[src/rtl/count_run_ctrl.sv]
// count_run_ctrl: run controller feeding the enable input of a 4-bit counter.
// A single start request produces an enable window of exactly run_len cycles.
// In repeat mode, runs of the same length follow each other, separated by a
// fixed idle gap, until stop is asserted or the repeat request is dropped.
// Outputs: busy status, a one-cycle done pulse per completed run, and a
// modulo-16 count of completed runs.
//
// The repeat request port is named repeat_req because repeat is a reserved
// word in SystemVerilog.

module count_run_ctrl #(
  parameter int LEN_WIDTH  = 8,
  parameter int GAP_CYCLES = 4   // enable-low cycles between repeated runs, >= 1
) (
  input  logic                 clock,
  input  logic                 reset,
  input  logic                 start,
  input  logic                 stop,
  input  logic                 repeat_req,
  input  logic [LEN_WIDTH-1:0] run_len,
  output logic                 enable,
  output logic                 busy,
  output logic                 done,
  output logic [3:0]           runs_done
);

  // The gap counter holds GAP_CYCLES down to 1. Its width covers the value
  // GAP_CYCLES itself.
  localparam int GAP_W = $clog2(GAP_CYCLES + 1);

  typedef enum logic [1:0] {
    IDLE = 2'd0,
    RUN  = 2'd1,
    GAP  = 2'd2
  } state_e;

  state_e               state_q,  state_d;
  logic [LEN_WIDTH-1:0] len_q,    len_d;     // run length latched at start
  logic [LEN_WIDTH-1:0] rem_q,    rem_d;     // enable cycles left, current one included
  logic [GAP_W-1:0]     gap_q,    gap_d;     // gap cycles left, current one included
  logic                 enable_q, enable_d;
  logic                 busy_q,   busy_d;
  logic                 done_q,   done_d;
  logic [3:0]           runs_q,   runs_d;

  // Next-state and next-output logic. Outputs are computed one cycle early so
  // that they come straight from flops.
  always_comb begin
    // NOTE: every signal assigned here gets a default first, so no path leaves
    // one unassigned and no latch is inferred.
    state_d  = state_q;
    len_d    = len_q;
    rem_d    = rem_q;
    gap_d    = gap_q;
    enable_d = enable_q;
    busy_d   = busy_q;
    done_d   = 1'b0;
    runs_d   = runs_q;

    unique case (state_q)
      IDLE: begin
        // stop has priority over start. A zero length is not a valid run.
        if (start && !stop && (run_len != '0)) begin
          state_d  = RUN;
          len_d    = run_len;
          rem_d    = run_len;
          enable_d = 1'b1;
          busy_d   = 1'b1;
        end
      end

      RUN: begin
        if (stop) begin
          // An abort on the final cycle also cancels that run's done and count.
          state_d  = IDLE;
          enable_d = 1'b0;
          busy_d   = 1'b0;
        end else if (rem_q == LEN_WIDTH'(1)) begin
          // This is the last enable cycle. The run completes on this edge.
          enable_d = 1'b0;
          done_d   = 1'b1;
          runs_d   = runs_q + 4'd1;
          rem_d    = '0;
          if (repeat_req) begin
            state_d = GAP;
            gap_d   = GAP_W'(GAP_CYCLES);
            busy_d  = 1'b1;
          end else begin
            state_d = IDLE;
            busy_d  = 1'b0;
          end
        end else begin
          rem_d = rem_q - LEN_WIDTH'(1);
        end
      end

      GAP: begin
        if (stop) begin
          state_d  = IDLE;
          enable_d = 1'b0;
          busy_d   = 1'b0;
        end else if (gap_q == GAP_W'(1)) begin
          // Each repeated run uses the latched length. Live run_len is ignored.
          state_d  = RUN;
          rem_d    = len_q;
          enable_d = 1'b1;
        end else begin
          gap_d = gap_q - GAP_W'(1);
        end
      end

      default: begin
        // Unreachable encoding. Fall back to a quiet IDLE.
        state_d  = IDLE;
        enable_d = 1'b0;
        busy_d   = 1'b0;
      end
    endcase
  end

  // State and output registers. Reset is synchronous and has highest priority.
  always_ff @(posedge clock) begin
    // NOTE: sequential state uses non-blocking assignments only. Every flop
    // then samples pre-edge values, whatever order these statements are in.
    if (reset) begin
      // NOTE: all state is small flop storage (no memories), so every register
      // is cleared. A reset mid-run leaves no stale length behind.
      state_q  <= IDLE;
      len_q    <= '0;
      rem_q    <= '0;
      gap_q    <= '0;
      enable_q <= 1'b0;
      busy_q   <= 1'b0;
      done_q   <= 1'b0;
      runs_q   <= '0;
    end else begin
      state_q  <= state_d;
      len_q    <= len_d;
      rem_q    <= rem_d;
      gap_q    <= gap_d;
      enable_q <= enable_d;
      busy_q   <= busy_d;
      done_q   <= done_d;
      runs_q   <= runs_d;
    end
  end

  assign enable    = enable_q;
  assign busy      = busy_q;
  assign done      = done_q;
  assign runs_done = runs_q;

endmodule

[config.mk]
export PLATFORM = sky130hd
export DESIGN_NAME = count_run_ctrl
export DESIGN_NICKNAME = d
export VERILOG_FILES = /design/src/rtl/count_run_ctrl.sv
export SDC_FILE = /design/constraint.sdc
export NUM_CORES = 1
export LEC_CHECK = 0
export BUFFER_PORTS_ARGS = -buffer_cell sky130_fd_sc_hd__buf_2
export CORE_UTILIZATION = 30
export DETAILED_ROUTE_END_ITERATION = 10
export PLACE_DENSITY_LB_ADDON = 0.08
export REMOVE_ABC_BUFFERS = 1
export SLEW_MARGIN = 20
export SYNTH_ARGS = -nofsm -noshare
export SYNTH_HDL_FRONTEND = slang
export SYNTH_SLANG_ARGS = --single-unit
[constraint.sdc]
create_clock -name clock -period 2.8 [get_ports clock]
set_clock_uncertainty 0.1 [all_clocks]
set_input_delay 0.56 -clock clock [delete_from_list [all_inputs] [get_ports clock]]
set_output_delay 0.56 -clock clock [all_outputs]
set_load 0.005 [all_outputs]
==> reports/results.tsv, run 1 <==
stage	metric	value	unit
timing	finalSetupTns	0	ns
floorplan	die_y	78.6	um
timing	setup_viol	0	
global_routing	grt.busiest_layer	met2	
timing	tightest_slew	0.680	ns
timing	rsz0062_at_grt	no	
synth	synth_top_area_share	0.319	
clock_network	ctsHoldBuffers	0	
critical_path	crit_fanout	7	
clock_network	clk_pin_slew	0.10	ns
global_routing	grt.met2_usage	0.259	
critical_path	start_kind	flop	
synth	postSynth.asyncResetShare	0	
global_routing	grt_util_met1	0.234	
placement	preCtsSetupSlack	0.528	ns
synth	syn_inst	222	
critical_path	critPathRequiredTime	2.91	ns
timing	finalCritPeriodShare	0.802	
floorplan	fp.dieW	78.6	um
clock_network	h-tree-depth	1	
power	total_power	1.67	mW
clock_network	clockRootBuffer	clkbuf_8	
global_routing	grt_pass1_wl	7990	um
global_routing	grt_antenna_before_repair	0	
critical_path	cpPeakStageDelay	0.53	ns
critical_path	worstSetupEndpointType	flop	
floorplan	io_pins	20	
run	cap_violations	0	
layout	drive_gt1_frac	0.148	
synth	yosysMostFrequentCell	dfxtp_1	
critical_path	worstSetupPathType	flop to flop	
detailed_routing	drt-total-wl	4710	um
global_routing	grt_pass1_vias	1583	
timing	slew_violations	0	
global_routing	grt_max_degree	35	
timing	slew_headroom	0.547	
floorplan	initial_utilization	0.315	
layout	fill_cells	607	
timing	timing.fmax	445	MHz
floorplan	row_count	27	
critical_path	path_delay_family	simple AND/OR/NAND/NOR gates	
clock_network	numClockSinks	28	
timing	hold_ws	0.363	ns
global_routing	grt_use_total	0.164	
clock_network	post-cts-setup-buffers	0	
synth	avgSynthCellArea	7.92	sq um
clock_network	cts_buffers	3	
synth	synth_edf_count	0	
worst_hold_path	hold_class	flop to flop	
timing	fin_crit	2.25	ns
power	ir_drop	0.000277	V
clock_network	cts_buffer_depth	2	
synth	synth_ff_type	dfxtp_1	
layout	antenna_cells	0	
detailed_routing	drtIter0Drc	94	
detailed_routing	drc	0	
global_routing	grtUsageMet3	0.0314	
placement	gp_congestion	0.755	
critical_path	path_cells	inv_1, ha_1, and3b_1, or4_4, or4_1, a21oi_1	
clock_network	cts_resized	0	
clock_network	clk_latency	0.28	ns
timing	worst_slack	0.554	ns
critical_path	crit_slowest_cell	or4_4	
synth	synth_area_leader_cell	dfxtp_1	
synth	yosys_warnings	0	
power	leakage	0.735	nW
detailed_routing	detail-route-antenna-nets	0	
floorplan	core_area	0.00557	sq mm
detailed_routing	viasPerCell	5.33	
placement	place_area	0.00192	sq mm
layout	area_delta_synth_final	12.1	%
floorplan	die_area	0.00617	sq mm
critical_path	critPathBufInv	1	
synth	ys_ff_latch	28	
layout	final_area	0.00197	sq mm
placement	portBuffers	19	
timing	hold_viol	0	
placement	place_hpwl	3410	um
power	powerDensity	849	mW/mm^2
critical_path	reg2reg_slack	0.55	ns
clock_network	cts_tree	yes	
detailed_routing	vias	1646	
detailed_routing	wire_per_inst	15.2	um
synth	synth.area.top_cells	dfxtp_1 32%, ha_1 6.4%, a21oi_1 5.1%	
critical_path	crit_arrival	2.36	ns
global_routing	grt_overflow	0	
synth	ys_top_cells_by_count	28 x dfxtp_1, 18 x a21oi_1, 18 x nand2_1	
synth	synthesis.area	0.00176	sq mm
synth	ys_seq_area_frac	0.319	
status	status	finished clean	
layout	fin_nets	260	
detailed_routing	first_pass_iters	4	
synth	ys_types	45	
[flip-flops by register name, indices dropped and copies added (netlist names)]
register and cells:
rem_q 8, done 1, state_q 2, gap_q 3, len_q 8, busy 1
enable 1, runs_done 4
[path summary, 6_finish.rpt]
| path | startpoint | to | cells after the start |
|---|---|---|---|
| max | state_q[0] | gap_q[1] | 6 |
| min | len_q[4] | len_q[4] | 2 |
| max reg2reg | state_q[0] | gap_q[1] | 6 |
| min reg2reg | len_q[4] | len_q[4] | 2 |
[kinds of logic (layout without fill, tap and decap cells)]
family                     count (synthesis)  in the layout  synth area share
AOI/OAI and AO/OA                         59             59             0.226
xor gates and xnor gates                   5              5            0.0249
adders and majority gates                  9              9            0.0641
buffers and inverters                     28             43            0.0648
DFF                                       28             28             0.319
muxes                                      3              3            0.0171
and+or+nand+nor                           90             90             0.284
[layer usage]
layer | routed length, um | up-vias | share of wire
met5 | 0 | - | 0
met4 | 29 | 0 | 0.0062
met3 | 91 | 2 | 0.019
met2 | 2070 | 22 | 0.44
met1 | 2520 | 777 | 0.54
li1 | - | 845 | -
[power by group]
part           internal (mW)  switching, mW  total (mW)
registers              0.478         0.0971       0.576
logic                  0.341          0.495       0.835
clock network          0.126          0.137       0.263
[worst register-to-register path: stages, from the launching register on]
cell and delay [ns]:
dfxtp_1 0.39, inv_1 0.08, ha_1 0.29, and3b_1 0.21, or4_4 0.53, or4_1 0.42
a21oi_1 0.15
[final cells by class]
cell class / count / area [sq um] / share of cell area
tap: 72 / 90.1 / 0.0457
clock buffer: 4 / 55.1 / 0.0279
sequential: 28 / 561 / 0.284
inverter: 17 / 63.8 / 0.0324
multi-input combinational: 166 / 1080 / 0.550
timing repair buffer: 22 / 118 / 0.0597
[through the flow]
stage | std cells | util
2_1_floorplan | 211 | -
3_3_place_gp | 305 | 0.344
3_5_place_dp | 305 | 0.344
4_1_cts | 309 | 0.354
5_1_grt | 309 | 0.354
6_report | 309 | 0.354
[placed cells by master, fill, tap and decap left out, drive strengths merged, types with 3 or more instances in the layout]
cell type / count
a31oi: 7
nand2b: 4
clkbuf: 4
o21ai: 8
ha: 9
a21boi: 3
nor4: 4
dfxtp: 28
buf: 22
xor2: 3
o31ai: 3
a311oi: 4
nand2: 18
nand3: 14
inv: 17
o32ai: 5
nor3: 5
mux2i: 3
a21oi: 18
nor3b: 3
or4: 6
nor2: 17
nand4: 8
nor2b: 5
No activity file was read; power rests on OpenSTA's default activity.
==> run 2: changes to the inputs <==
Settings changed: ABC_AREA set to 1.
Clock period 2.8 ns to 2.1 ns, I/O delays scaled along.
==> run 2 against run 1 <==
Net effect:
- register-to-register slack worse by 0.25 ns
- sequential share of layout area is 0.20 points lower
- critical path type unchanged
- non-clock buffer count decreased by 1
==> reports/results.tsv, run 2 <==
stage	metric	value	unit	change
status	status	finished clean		unchanged
power	ir_drop	0.000291	V	was 0.000277 V
detailed_routing	first_pass_iters	6		was 4
synth	synth_top_family_by_area	simple AND/OR/NAND/NOR gates		unchanged
floorplan	die_y	78.5	um	was 78.6 um
critical_path	worstSetupPathType	flop to flop		unchanged
timing	slew_headroom	0.731		was 0.547
global_routing	grt_max_degree	17		was 35
worst_hold_path	hold_depth	2		unchanged
synth	synth_edf_count	0		unchanged
layout	drive_gt1_frac	0.236		was 0.148
floorplan	core_area	0.00557	sq mm	unchanged
timing	rsz0062_at_grt	no		unchanged
worst_hold_path	hold_class	primary input to flop		was flop to flop
timing	hold_ws	0.344	ns	was 0.363 ns
synth	yosys.area_share.xor_xnor	0.0150		was 0.0249
clock_network	clk_latency	0.28	ns	about the same
global_routing	grt_antenna_before_repair	0		unchanged
synth	postSynth.asyncResetShare	0		unchanged
layout	area_delta_synth_final	13.1	%	was 12.1%
detailed_routing	drtIter0Drc	44		was 94
global_routing	grt_pass1_vias	1504		was 1583
clock_network	numClockSinks	28		unchanged
synth	yosys_warnings	0		unchanged
synth	synthAdderAreaFrac	0.0642		was 0.0641
placement	place_area	0.00193	sq mm	was 0.00192 sq mm
critical_path	path_delay_family	simple AND/OR/NAND/NOR gates		unchanged
clock_network	post-cts-setup-buffers	0		unchanged
timing	fin_crit	1.80	ns	was 2.25 ns
floorplan	initial_utilization	0.315		about the same
timing	finalSetupTns	0	ns	unchanged
synth	ys_seq_area_frac	0.320		was 0.319
timing	setup_viol	0		unchanged
critical_path	r2r-end	rem_q[5]		was gap_q[1]
synth	synthMuxAreaShare	0.00571		was 0.0171
clock_network	clk_pin_slew	0.11	ns	was 0.10 ns
timing	finalCritPeriodShare	0.857		was 0.802
power	leakage	0.830	nW	was 0.735 nW
critical_path	crit_fanout	7		unchanged
layout	layout_commonest_cell	nor2_1		was dfxtp_1
critical_path	timing.rr.start	state_q[0]		unchanged
synth	synth-simple-area-share	0.333		was 0.284
layout	fill_cells	610		was 607
critical_path	start_kind	flop		unchanged
clock_network	cts_tree	yes		unchanged
layout	layout_common_cells	36 x nor2_1, 30 x nand2_1, 28 x inv_1, 28 x dfxtp_1, 27 x a21oi_1		was 28 x dfxtp_1, 19 x buf_2, 18 x nand2_1, 18 x a21oi_1
placement	place_hpwl	3310	um	was 3410 um
critical_path	crit_arrival	1.88	ns	was 2.36 ns
synth	avgSynthCellArea	7.13	sq um	was 7.92 sq um
floorplan	die_area	0.00616	sq mm	was 0.00617 sq mm
synth	synthesis.area	0.00175	sq mm	was 0.00176 sq mm
clock_network	h-tree-depth	1		unchanged
timing	hold_viol	0		unchanged
clock_network	cts_resized	0		unchanged
floorplan	fp.dieW	78.5	um	was 78.6 um
critical_path	crit_slowest_cell	dfxtp_1		was or4_4
layout	fin_nets	290		was 260
synth	synth.area.top_cells	dfxtp_1 32%, a21oi_1 7.7%, nor2_1 7.7%		was dfxtp_1 32%, ha_1 6.4%, a21oi_1 5.1%
global_routing	grt_pass1_wl	7060	um	was 7990 um
timing	tightest_slew	0.402	ns	was 0.680 ns
detailed_routing	viasPerCell	4.61		was 5.33
synth	ys_types	32		was 45
floorplan	row_count	27		unchanged
clock_network	ctsHoldBuffers	0		unchanged
timing	slew_violations	0		unchanged
synth	synth_compound_area_frac	0.178		was 0.226
critical_path	critPathBufInv	1		unchanged
clock_network	cts_buffers	3		unchanged
clock_network	clockRootBuffer	clkbuf_8		unchanged
synth	yosysMostFrequentCell	nor2_1		was dfxtp_1
critical_path	cpPeakStageDelay	0.40	ns	was 0.53 ns
run	cap_violations	0		unchanged
synth	synth_ff_type	dfxtp_1		unchanged
detailed_routing	wire_per_inst	12.4	um	was 15.2 um
critical_path	reg2reg_slack	0.30	ns	was 0.55 ns
placement	portBuffers	19		unchanged
synth	ys_ff_latch	28		unchanged
detailed_routing	vias	1563		was 1646
critical_path	path_cells	inv_1, ha_1, nor2_2, nor2_1, nor2_2, nand2_2, a21oi_2, nor2_1, nor2_1, nor2_1		was inv_1, ha_1, and3b_1, or4_4, or4_1, a21oi_1
global_routing	grt_overflow	0		unchanged
worst_hold_path	hp-start	reset		was len_q[4]
critical_path	cpMostUsedCell	nor2_1		
detailed_routing	detail-route-antenna-nets	0		unchanged
placement	gp_congestion	0.789		was 0.755
layout	final_area	0.00198	sq mm	was 0.00197 sq mm
synth	synth_top_area_share	0.320		was 0.319
power	powerDensity	813	mW/mm^2	was 849 mW/mm^2
synth	syn_inst	246		was 222
worst_hold_path	hold_end	rem_q[6]		was len_q[4]
global_routing	grt_use_total	0.148		was 0.164
critical_path	worstSetupEndpointType	flop		unchanged
detailed_routing	drc	0		unchanged
critical_path	critPathRequiredTime	2.18	ns	was 2.91 ns
layout	antenna_cells	0		unchanged
clock_network	cts_buffer_depth	2		unchanged
detailed_routing	drt-total-wl	4200	um	was 4710 um
floorplan	io_pins	20		unchanged
synth	synth_area_leader_cell	dfxtp_1		unchanged
timing	timing.fmax	555	MHz	was 445 MHz
synth	ys_top_cells_by_count	36 x nor2_1, 30 x nand2_1, 28 x dfxtp_1, 28 x inv_1, 27 x a21oi_1		was 28 x dfxtp_1, 18 x a21oi_1, 18 x nand2_1
critical_path	ff2ff_path_depth	10		was 6
==> run 2: cells by family (layout without fill, tap and decap cells) <==
kind of cell | after synthesis | after routing
compound gates | 55 | 55
xor+xnor | 3 | 3
fa+ha+maj | 9 | 9
buf+inv | 37 | 58
flops | 28 | 28
mux | 1 | 1
simple gates | 113 | 113
==> run 2: how the worst max path moves through the flow <==
stage,start,to,slack (ns),depth (start not counted)
detailed placement,state_q[0],rem_q[5],0.31,10
finish,state_q[0],rem_q[5],0.30,10
global placement,state_q[1],gap_q[1],0.33,8
global route,state_q[0],gap_q[1],0.14,8
floorplan,state_q[0],rem_q[7],0.44,11
CTS,state_q[0],rem_q[5],0.29,10
==> run 2: per-layer routing <==
layer / GRT usage / vias to the layer above / part of all wire
met5: 0 / - / 0
met2: 0.265 / 16 / 0.49
li1: - / 839 / -
met3: 0.0291 / 2 / 0.020
met4: 0.0278 / 0 / 0.0057
met1: 0.183 / 706 / 0.48
==> run 2: layout make-up <==
| class | count | area, sq um | area share |
|---|---|---|---|
| timing repair buffer | 21 | 110 | 0.0555 |
| inverter | 33 | 124 | 0.0624 |
| tap | 72 | 90.1 | 0.0454 |
| clock buffer | 4 | 55.1 | 0.0277 |
| sequential | 28 | 561 | 0.282 |
| multi-input combinational | 181 | 1040 | 0.526 |
==> run 2: through the flow <==
step / instances / power, mW / worst slack [ns] / utilization
floorplan: 242 / 1.12 / 0.441 / -
global placement: 335 / 1.28 / 0.331 / 0.346
detailed placement: 335 / 1.28 / 0.311 / 0.346
CTS: 339 / 1.64 / 0.287 / 0.356
global route: 339 / 1.74 / 0.137 / 0.356
finish: 339 / 1.61 / 0.299 / 0.356
==> run 2: where the power goes <==
part	internal, mW	switching [mW]	total (mW)
Combinational	0.226	0.377	0.603
Clock	0.168	0.187	0.356
Sequential	0.596	0.0582	0.654
